===== src/rtl/regfile_wb_arbiter_pkg.sv =====
// Shared types and constants for the register-file writeback arbiter.
package regfile_wb_arbiter_pkg;

  localparam int REG_W         = 5;
  localparam int DATA_W        = 32;
  localparam int AGE_LIMIT_DEF = 3;

  typedef enum logic [1:0] {
    IDLE,
    SINGLE,
    BOTH
  } arb_state_e;

endpackage


===== src/rtl/wb_hold_buf.sv =====
// One-entry writeback holding buffer; Ready when empty or drained this cycle.
// Register-0 requests are accepted but never stored.
module wb_hold_buf
  import regfile_wb_arbiter_pkg::*;
(
  input  logic                     clk_i,
  input  logic                     rst_i,
  input  logic                     vld_i,
  output logic                     rdy_o,
  input  logic [REG_W-1:0]         reg_i,
  input  logic signed [DATA_W-1:0] dat_i,
  input  logic                     grant_i,
  output logic                     full_o,
  output logic                     full_nxt_o,
  output logic [REG_W-1:0]         reg_o,
  output logic signed [DATA_W-1:0] dat_o
);

  logic                     full_q, full_d;
  logic [REG_W-1:0]         reg_q, reg_d;
  logic signed [DATA_W-1:0] dat_q, dat_d;
  logic                     fill;

  assign rdy_o = ~rst_i & (~full_q | grant_i);
  assign fill  = vld_i & rdy_o & (reg_i != '0);

  always_comb begin
    full_d = full_q & ~grant_i;
    reg_d  = reg_q;
    dat_d  = dat_q;
    if (fill) begin
      full_d = 1'b1;
      reg_d  = reg_i;
      dat_d  = dat_i;
    end
  end

  always_ff @(posedge clk_i) begin
    if (rst_i) begin
      full_q <= 1'b0;
      reg_q  <= '0;
      dat_q  <= '0;
    end else begin
      full_q <= full_d;
      reg_q  <= reg_d;
      dat_q  <= dat_d;
    end
  end

  assign full_o     = full_q;
  assign full_nxt_o = full_d;
  assign reg_o      = reg_q;
  assign dat_o      = dat_q;

endmodule


===== src/rtl/regfile_wb_arbiter.sv =====
// Two-requester register-file writeback arbiter, MEM over ALU, one registered write per cycle.
// WB_ARB_AGE_EN adds an ALU starvation counter forcing an ALU grant after AGE_LIMIT losses.
module regfile_wb_arbiter
  import regfile_wb_arbiter_pkg::*;
#(
  parameter int AGE_LIMIT = AGE_LIMIT_DEF
) (
  input  logic                     Clk,
  input  logic                     Rst,
  input  logic                     AluValid,
  output logic                     AluReady,
  input  logic [REG_W-1:0]         AluReg,
  input  logic signed [DATA_W-1:0] AluData,
  input  logic                     MemValid,
  output logic                     MemReady,
  input  logic [REG_W-1:0]         MemReg,
  input  logic signed [DATA_W-1:0] MemData,
  output logic                     RegWrite,
  output logic [REG_W-1:0]         WriteReg,
  output logic signed [DATA_W-1:0] WriteData,
  output logic [(1<<REG_W)-1:0]    Pending
);

  if (AGE_LIMIT < 1 || AGE_LIMIT > 15) begin : g_age_range
    $error("AGE_LIMIT must be within 1..15");
  end

  logic                     alu_full, alu_nxt, alu_gnt;
  logic                     mem_full, mem_nxt, mem_gnt;
  logic [REG_W-1:0]         alu_reg, mem_reg;
  logic signed [DATA_W-1:0] alu_dat, mem_dat;
  logic                     force_alu;
  arb_state_e               state_q, state_d;
  logic                     rw_q, rw_d;
  logic [REG_W-1:0]         wr_q, wr_d;
  logic signed [DATA_W-1:0] wd_q, wd_d;
  logic [(1<<REG_W)-1:0]    pend;

  wb_hold_buf u_alu_buf (
    .clk_i      (Clk),
    .rst_i      (Rst),
    .vld_i      (AluValid),
    .rdy_o      (AluReady),
    .reg_i      (AluReg),
    .dat_i      (AluData),
    .grant_i    (alu_gnt),
    .full_o     (alu_full),
    .full_nxt_o (alu_nxt),
    .reg_o      (alu_reg),
    .dat_o      (alu_dat)
  );

  wb_hold_buf u_mem_buf (
    .clk_i      (Clk),
    .rst_i      (Rst),
    .vld_i      (MemValid),
    .rdy_o      (MemReady),
    .reg_i      (MemReg),
    .dat_i      (MemData),
    .grant_i    (mem_gnt),
    .full_o     (mem_full),
    .full_nxt_o (mem_nxt),
    .reg_o      (mem_reg),
    .dat_o      (mem_dat)
  );

  // In BOTH, MEM wins unless ALU has starved for AGE_LIMIT cycles.
  assign mem_gnt = mem_full & ~force_alu;
  assign alu_gnt = alu_full & ((state_q != BOTH) | force_alu);

`ifdef WB_ARB_AGE_EN
  localparam logic [3:0] AGE_LIM = 4'(AGE_LIMIT);
  logic [3:0] age_q, age_d;

  assign force_alu = alu_full & (age_q == AGE_LIM);

  always_comb begin
    age_d = age_q;
    if (alu_gnt)       age_d = '0;
    else if (alu_full) age_d = age_q + 4'd1;
  end

  always_ff @(posedge Clk) begin
    if (Rst) age_q <= '0;
    else     age_q <= age_d;
  end
`else
  assign force_alu = 1'b0;
`endif

  always_comb begin
    state_d = state_q;
    case ({alu_nxt, mem_nxt})
      2'b00:   state_d = IDLE;
      2'b11:   state_d = BOTH;
      default: state_d = SINGLE;
    endcase
  end

  always_ff @(posedge Clk) begin
    if (Rst) state_q <= IDLE;
    else     state_q <= state_d;
  end

  always_comb begin
    rw_d = mem_gnt | alu_gnt;
    wr_d = wr_q;
    wd_d = wd_q;
    if (mem_gnt) begin
      wr_d = mem_reg;
      wd_d = mem_dat;
    end else if (alu_gnt) begin
      wr_d = alu_reg;
      wd_d = alu_dat;
    end
  end

  always_ff @(posedge Clk) begin
    if (Rst) begin
      rw_q <= 1'b0;
      wr_q <= '0;
      wd_q <= '0;
    end else begin
      rw_q <= rw_d;
      wr_q <= wr_d;
      wd_q <= wd_d;
    end
  end

  always_comb begin
    pend = '0;
    if (alu_full) pend[alu_reg] = 1'b1;
    if (mem_full) pend[mem_reg] = 1'b1;
    if (rw_q)     pend[wr_q]    = 1'b1;
    pend[0] = 1'b0;
  end

  assign RegWrite  = rw_q;
  assign WriteReg  = wr_q;
  assign WriteData = wd_q;
  assign Pending   = pend;

endmodule

===== config.mk =====
export PLATFORM = sky130hd
export DESIGN_NAME = regfile_wb_arbiter
export DESIGN_NICKNAME = d
export VERILOG_FILES = /design/src/rtl/regfile_wb_arbiter_pkg.sv /design/src/rtl/wb_hold_buf.sv /design/src/rtl/regfile_wb_arbiter.sv
export SDC_FILE = /design/constraint.sdc
export NUM_CORES = 1
export LEC_CHECK = 0
export ABC_AREA = 1
export BUFFER_PORTS_ARGS = -buffer_cell sky130_fd_sc_hd__buf_2
export CAP_MARGIN = 15
export CORE_MARGIN = 4
export CORE_UTILIZATION = 40
export CTS_CLUSTER_DIAMETER = 120
export DETAILED_ROUTE_END_ITERATION = 7
export PLACE_DENSITY = 0.7
export RECOVER_POWER = 50
export SLEW_MARGIN = 30
export SYNTH_ARGS = -nofsm -noshare
export SYNTH_HDL_FRONTEND = slang
export SYNTH_SLANG_ARGS = --single-unit

===== constraint.sdc =====
create_clock -name Clk -period 2 [get_ports Clk]
set_clock_uncertainty 0.15 [all_clocks]
set_input_delay 0.2 -clock Clk [delete_from_list [all_inputs] [get_ports Clk]]
set_output_delay 0.2 -clock Clk [all_outputs]
set_load 0.1 [all_outputs]

# Yosys cells after proc, flatten, opt, wreduce, memory -nomap -nowiden
# Index checks and enable logic that the tools add are counted.
dict set report op_classes {
  n_lt_le_gt_ge 6
  eq_ne 2
  n_mux 16
  n_bitwise 14
  reduce_logical 7
}
# cell count
set ops {}
lappend ops {{2-to-1 mux 32 bit} 5}
lappend ops {{OR 32 bit} 2}
lappend ops {{less-than comparator 5 x 6 -> 1 bit, second input constant} 3}
lappend ops {{demux 1 bit (select 5 bit)} 3}
lappend ops {{>= comparator 5 x 1 -> 1 bit, second input constant} 3}
lappend ops {{2-to-1 mux 5 bit} 2}
lappend ops {{nonzero test 5 bit} 2}
lappend ops {{AND 1 bit} 7}
lappend ops {{2-to-1 mux 1 bit} 5}
lappend ops {{one-hot mux 2 bit (2 select lines)} 1}
lappend ops {{logical AND 1 bit} 3}
lappend ops {{NOT 1 bit} 3}
lappend ops {{equality test 2 bit, second input constant} 1}
lappend ops {{zero test 2 bit} 1}
lappend ops {{!= test 2 bit, second input constant} 1}
lappend ops {{OR 1 bit} 2}
lappend ops {{nonzero test 2 bit} 1}
dict set report totals {
  reg_bits 116
  inputBits 78
  out_inout_bits 72
}

# Depth between registers and ports, before layout
# Gate-level depths: netlist of run 1.
dict set report depth {
  ltp_word 9
  ltp_mapped 9
}

# Hierarchy
# A second synthesis of run 1 with hierarchy kept.
dict set report hier_totals {
  cells_unflattened 936
  area_unflattened_um2 6274.8
}
# module instances cells_per_inst area_per_inst_um2
set by_module_without_submodules {}
lappend by_module_without_submodules {wb_hold_buf 2 211 1629.1}
lappend by_module_without_submodules {regfile_wb_arbiter 1 514 3016.6}

# Least setup slack after synthesis of run 1
# Ideal clock, no wire load.
dict set report synth_path {
  path_type {reg-to-output}
  from {reg wr_q[4], in the netlist WriteReg[4]}
  to {out Pending[26]}
  t_arrival_ns 2.405
  slack_ns -0.755
  stages_incl_launch_ff 5
  path_cell_list {dfxtp_1 -> inv_1 -> nor3_1 -> nand2_1 -> nand3_1}
}
dict set report synth_between {
  elab_chain_len 6
  word_cells_on_any_way 7
}
# element line
set synth_rtl {}
lappend synth_rtl {{start, declared} regfile_wb_arbiter.sv:35} ;# logic [REG_W-1:0] wr_q, wr_d;
lappend synth_rtl {{start signal, assigned} regfile_wb_arbiter.sv:125} ;# wr_q <= wr_d;
lappend synth_rtl {{less-than comparator 5 x 6 -> 1 bit (implied by the code) / >= comparator 5 x 1 -> 1 bit (equally long branches)} regfile_wb_arbiter.sv:134} ;# if (rw_q) pend[wr_q] = 1'b1;
lappend synth_rtl {{logical AND 1 bit (implied by the code)} regfile_wb_arbiter.sv:134}
lappend synth_rtl {{2-to-1 mux 1 bit (implied by the code)} regfile_wb_arbiter.sv:134}
lappend synth_rtl {{demux 1 bit (select 5 bit) (*)} regfile_wb_arbiter.sv:134}
lappend synth_rtl {{OR 32 bit (no source line) (*)} -}
lappend synth_rtl {{2-to-1 mux 32 bit (*)} regfile_wb_arbiter.sv:134}
lappend synth_rtl {{end, declared} regfile_wb_arbiter.sv:21} ;# output logic [(1<<REG_W)-1:0] Pending
# Every way passes the cells marked *; elsewhere a longest branch is shown, timed or not.

# Worst setup path in the final report of run 1
dict set report layout_path {
  from {reg wr_q[2], in the netlist WriteReg[2]}
  to {out Pending[1]}
}
# The elaborated chain is that of the path after synthesis.

==> results of run 1 <==
[placed cells by master (no fill, tap or decap), types with 11 or more instances in the layout]
cell type        n
o21ai_0         91
buf_4           27
nand3_2         24
inv_1           78
dfxtp_1         99
nor3_4          12
dlygate4sd3_1   75
buf_2          101
nor3_2          13
dfxtp_2         11
nand2_1        280
nor2_1         153
nand3_1         37
clkbuf_2        19
o21ai_1         21
buf_12          32
clkbuf_16       18
[through the flow]
step                      hold WS (ps)  setup slack [ps]
after detailed placement           248               182
after global placement             248               238
after floorplan                    160             -71.7
final                             38.1             -70.3
after global routing              70.0              -126
after CTS                         26.5             -63.9
[critical path, delay by kind of cell (launching register included)]
family	cells	cell delay (ps)
simple gates	3	620
buf+inv	2	320
flops	1	360
[area by class of cell]
class / count / area [um2]
Clock buffer: 19 / 454
Fill cell: 1232 / 5380
Sequential cell: 116 / 2360
Tap cell: 184 / 230
Multi-Input combinational cell: 666 / 3290
Clock inverter: 13 / 180
Timing Repair Buffer: 257 / 2210
Inverter: 93 / 370
[logic make-up after synthesis]
| kind of cell | after synthesis | share of synthesized area, % |
|---|---|---|
| simple gates | 550 | 38.9 |
| buf+inv | 144 | 11.7 |
| flops | 116 | 39.5 |
| compound gates | 114 | 9.70 |
| fa+ha+maj | 1 | 0.213 |
| other cells | 1 | 0.0637 |
[final timing paths]
check	endpoint	slack (ps)	depth (start not counted)
max	Pending[1]	-70	5
min	u_mem_buf.reg_o[2]	40	5
max reg2reg	WriteData[3]	130	4
min reg2reg	WriteData[24]	360	2
[flip-flops by register name, indices dropped and copies added, names as in the netlist]
name,cells
u_alu_buf.reg_o,5
WriteData,32
u_mem_buf.dat_o,32
u_alu_buf.dat_o,32
state_q,2
u_mem_buf.full_o,1
WriteReg,5
RegWrite,1
u_mem_buf.reg_o,5
u_alu_buf.full_o,1
[power groups by stage]
stage	registers [mW]	clock network [mW]	logic [mW]
6_report	2.61	3.25	1.64
5_1_grt	2.63	3.39	1.75
4_1_cts	2.61	3.27	1.58
3_5_place_dp	2.64	0	1.44
3_3_place_gp	2.64	0	1.44
2_1_floorplan	3.11	0	0.623
[metal layers]
| layer | vias to the layer above | GRT usage (%) |
|---|---|---|
| met5 | - | 0 |
| met4 | 0 | 10.9 |
| met3 | 66 | 5.77 |
| met2 | 312 | 40.8 |
| met1 | 2990 | 27.1 |
| li1 | 3330 | - |
[what timing repair did]
item | 4_1_cts | 5_1_grt
endpoints found under the setup margin | 31 | 31
endpoints found under the hold margin | 75 | 0
pin swaps | 1 | 20
buffers inserted | 0 | 6
gates resized for setup | 30 | 36
hold buffers | 75 | 0
==> flow_summary.ini, run 1 <==
[outcome]
status = finished, violations left
violations = negative setup slack

[final_layout]
nNetsFinal = 1230
antenna_cells = 0
final_cell_count_no_fill = 1348
final_cell_area_um2 = 9100
layout-drive-gt1-share_pct = 27.1
finish.utilization_pct = 62.8
syn2layout_area_growth_pct = 54.6

[timing]
setup_ws_ps = -70.3
min_period_over_period_pct = 104
setup_viol = 7
fin_tns_setup_ps = -234
grt_setup_unrepaired = yes
period_needed_ps = 2070
hold_violations = 0
max_freq_mhz = 483
slew_headroom_pct = 41.1
drv_slew = 0
tightestPinTransition_ps = 884

[placement]
io_buffers = 148
place_inst = 1235
place.gp.congestion = 0.951
place_hpwl_um = 12500
placed_area_um2 = 7440

[logic_synthesis]
synth.most_common_cell = nand2_1
synth_area_leaders = dfxtp_1 39%, nand2_1 18%, nor2_1 9.8%
yosysTopAreaCell = dfxtp_1
ys.flop_type = dfxtp_1
ys_top_cells_by_count = 287 x nand2_1, 153 x nor2_1, 116 x dfxtp_1
synth_cells = 926
ys_types = 27
synth_fp_nets = 1005
synth.avg_cell_area_um2 = 6.35
synth_enable_flop_cells = 0
ys_ff_latch = 116
yosys_warnings = 0
async_flop_share_pct = 0
synth_area_um2 = 5880
synth_seq_area_share_pct = 39.5
synth_top_cell_area_share_pct = 39.5

[route]
vias_per_cell = 4.97
drc = 0
ant_nets = 0
drt-met1-wl_um = 7850
top_layer = met4
wl_um = 19900
wl_met3_um = 1490
wl_met2_um = 9920
avgRoutedWirePerCell_um = 14.8
num_vias = 6698
drt_iter0_markers = 474
drtPass1Iterations = 6

[floorplanning]
start_util_pct = 40.6
dieArea_um2 = 16700
die_h_um = 129
core_um2 = 14500
die_w_um = 129
num_rows = 44
io_pins = 150

[clock_tree]
clk_pin_slew_worst_paths_ps = 50
htree_levels = 4
cts_tree = done
cts_sinks = 116
insertion_delay_ps = 410
clockBufferDepth = 2
cts_buffers = 17
cts_root_buffer = clkbuf_16

[setup_path]
critical_path.cell_chain = buf_4 -> nor3_1 -> nand2_1 -> nand3_2 -> buf_12
r2r-start = u_mem_buf.full_o
cp_max_fo = 5
cp-startpoint = WriteReg[2]
cp.required_ps = 1650
cp_slowest_cell = dfxtp_4
max_stage_delay_ps = 360
endpoint_kind = primary output
critical_path_class = reg2out
crit_arrival_ps = 1720
startpoint_type = flip-flop

[power]
p_sw_mw = 2.39
leakage_nw = 4.44
max-vdd-ir-drop_mv = 0.631
p_int_mw = 5.11
clkPwrFrac_pct = 43.3
p_per_area_nw_per_um2 = 824
combPwrFrac_pct = 21.9
p_seq_share_pct = 34.8
power_switching_share_pct = 31.9
total_power_mw = 7.49

[hold_path]
min_from = MemValid
hold_class = in2reg

[global_routing]
overflow = 0
grt_util_all_layers_pct = 23.5
grt_pass1_vias = 6431
grt_pass1_wl_um = 31300
grt_start_max_net_pins = 52
antenna_found_initial = 0

[job]
drv_cap = 0
Power figures use the tool's default switching activity.
==> run 2: changes to the inputs <==
==> constraint.sdc (replaced) <==
create_clock -name Clk -period 2.7 [get_ports Clk]
set_clock_uncertainty 0.15 [all_clocks]
set_input_delay 0.27 -clock Clk [delete_from_list [all_inputs] [get_ports Clk]]
set_output_delay 0.27 -clock Clk [all_outputs]
set_load 0.01 [all_outputs]
==> run 2 against run 1 <==
The run now ends clean. Worst setup slack better by 390 ps. Sequential share of layout area up 3.7 points. Worst hold slack better by 8.7 ps. Register-to-register slack better by 360 ps. Global-route usage down 0.91 points. Core utilization down 8.7 points. Die area unchanged. Count of clock-buffer cells in the layout unchanged. Critical path type unchanged. Largest power group unchanged. Highest routed layer is now met5.
==> flow_summary.ini, run 2 (same netlist as run 1, synthesis figures left out) <==
[timing]
slew_headroom_pct = 44.1
hold_violations = 0
fin_tns_setup_ps = 0
timing.hold.ws_ps = 46.8
max_freq_mhz = 420
setup_viol = 0
tightestPinTransition_ps = 839
drv_slew = 0
min_period_over_period_pct = 88.3
period_needed_ps = 2380
grt_setup_unrepaired = no

[power]
leakage_nw = 3.75
p_per_area_nw_per_um2 = 605
max-vdd-ir-drop_mv = 0.366

[route]
wl_um = 18900
ant_nets = 0
vias_per_cell = 4.93
drt_iter0_markers = 425
drtPass1Iterations = 5
drc = 0
avgRoutedWirePerCell_um = 14.3
num_vias = 6531

[clock_tree]
clockBufferDepth = 2
insertion_delay_ps = 410
post_cts_buffers = 0
cts_tree = done
cts_root_buffer = clkbuf_16
cts_resized = 0
cts_sinks = 116
hold_buffers = 74
clk_pin_slew_worst_paths_ps = 50
cts_buffers = 17
htree_levels = 4

[outcome]
status = finished clean

[global_routing]
grt_pass1_vias = 6204
grt_util_all_layers_pct = 22.5
grt_pass1_wl_um = 30300
grt_start_max_net_pins = 48
overflow = 0
antenna_found_initial = 2

[floorplanning]
core_um2 = 14500
start_util_pct = 40.6
num_rows = 44
die_w_um = 129
dieArea_um2 = 16700
io_pins = 150
die_h_um = 129

[setup_path]
cp.required_ps = 2280
cp_max_fo = 7
startpoint_type = flip-flop
critical_path_class = reg2out
crit_arrival_ps = 1960
endpoint_kind = primary output

[final_layout]
layout-drive-gt1-share_pct = 14.7
syn2layout_area_growth_pct = 33.2
mostFrequentLayoutCell = nand2_1
most-common-layout-cells = 288 x nand2_1, 153 x nor2_1, 115 x dfxtp_1, 107 x buf_2, 90 x o21ai_0
nFillCells = 1422
nNetsFinal = 1207

[hold_path]
hold_class = in2reg

[placement]
io_buffers = 148
place.gp.congestion = 0.923
place_hpwl_um = 12100

[job]
drv_cap = 0
-- run 2: cell count changes in the layout (fill, tap and decap cells not counted), sizes merged, moves of 2 or more --
cell and delta:
clkbuf +23, buf -45, bufinv -2, clkinvlp -4
inv +4
-- run 2: stage by stage --
stage | instance area (um2) | setup WS [ps] | cells | power [mW] | util, %
2_1_floorplan | 5880 | 1150 | 926 | 2.36 | -
3_3_place_gp | 6620 | 744 | 1219 | 2.57 | 45.7
3_5_place_dp | 6620 | 715 | 1219 | 2.57 | 45.7
4_1_cts | 7920 | 354 | 1323 | 4.77 | 54.7
5_1_grt | 7840 | 155 | 1324 | 4.93 | 54.1
6_report | 7840 | 316 | 1324 | 4.74 | 54.1
-- run 2: area by class of cell --
class,instances,area [um2],area share (%)
Antenna cell,1,2.50,0.0319
Clock buffer,19,443,5.65
Clock inverter,11,113,1.44
Inverter,93,355,4.53
Multi-Input combinational cell,666,2860,36.5
Sequential cell,116,2320,29.6
Tap cell,184,230,2.94
Timing Repair Buffer,234,1510,19.3
-- run 2: worst max-delay path, cell delays in order (launching register included) --
cell and delay, ps:
dfxtp_1 500, inv_1 150, nor3_1 510, nand2_1 150
nand3_1 120, buf_2 130
-- run 2: final timing paths --
check | start | to | slack (ps) | cells after the start
max | WriteReg[4] | Pending[25] | 320 | 5
min | AluValid | u_alu_buf.full_o | 50 | 3
max reg2reg | u_alu_buf.full_o | u_alu_buf.dat_o[1] | 490 | 5
min reg2reg | WriteData[4] | WriteData[4] | 360 | 2
-- run 2: layer usage --
metal	track usage (%)	part of all wire [%]	up-vias	routed length, um
li1	-	-	3282	-
met1	28.6	42	2906	7950
met2	38.0	48	294	9040
met3	4.20	7.8	47	1470
met4	8.71	2.5	2	473
met5	0	0.069	-	13
-- run 2: where the power goes --
part | leakage, nW | internal (mW) | switching [mW]
sequential | 0.960 | 1.85 | 0.0851
clock | 0.270 | 1.36 | 0.765
combinational | 2.52 | 0.266 | 0.416
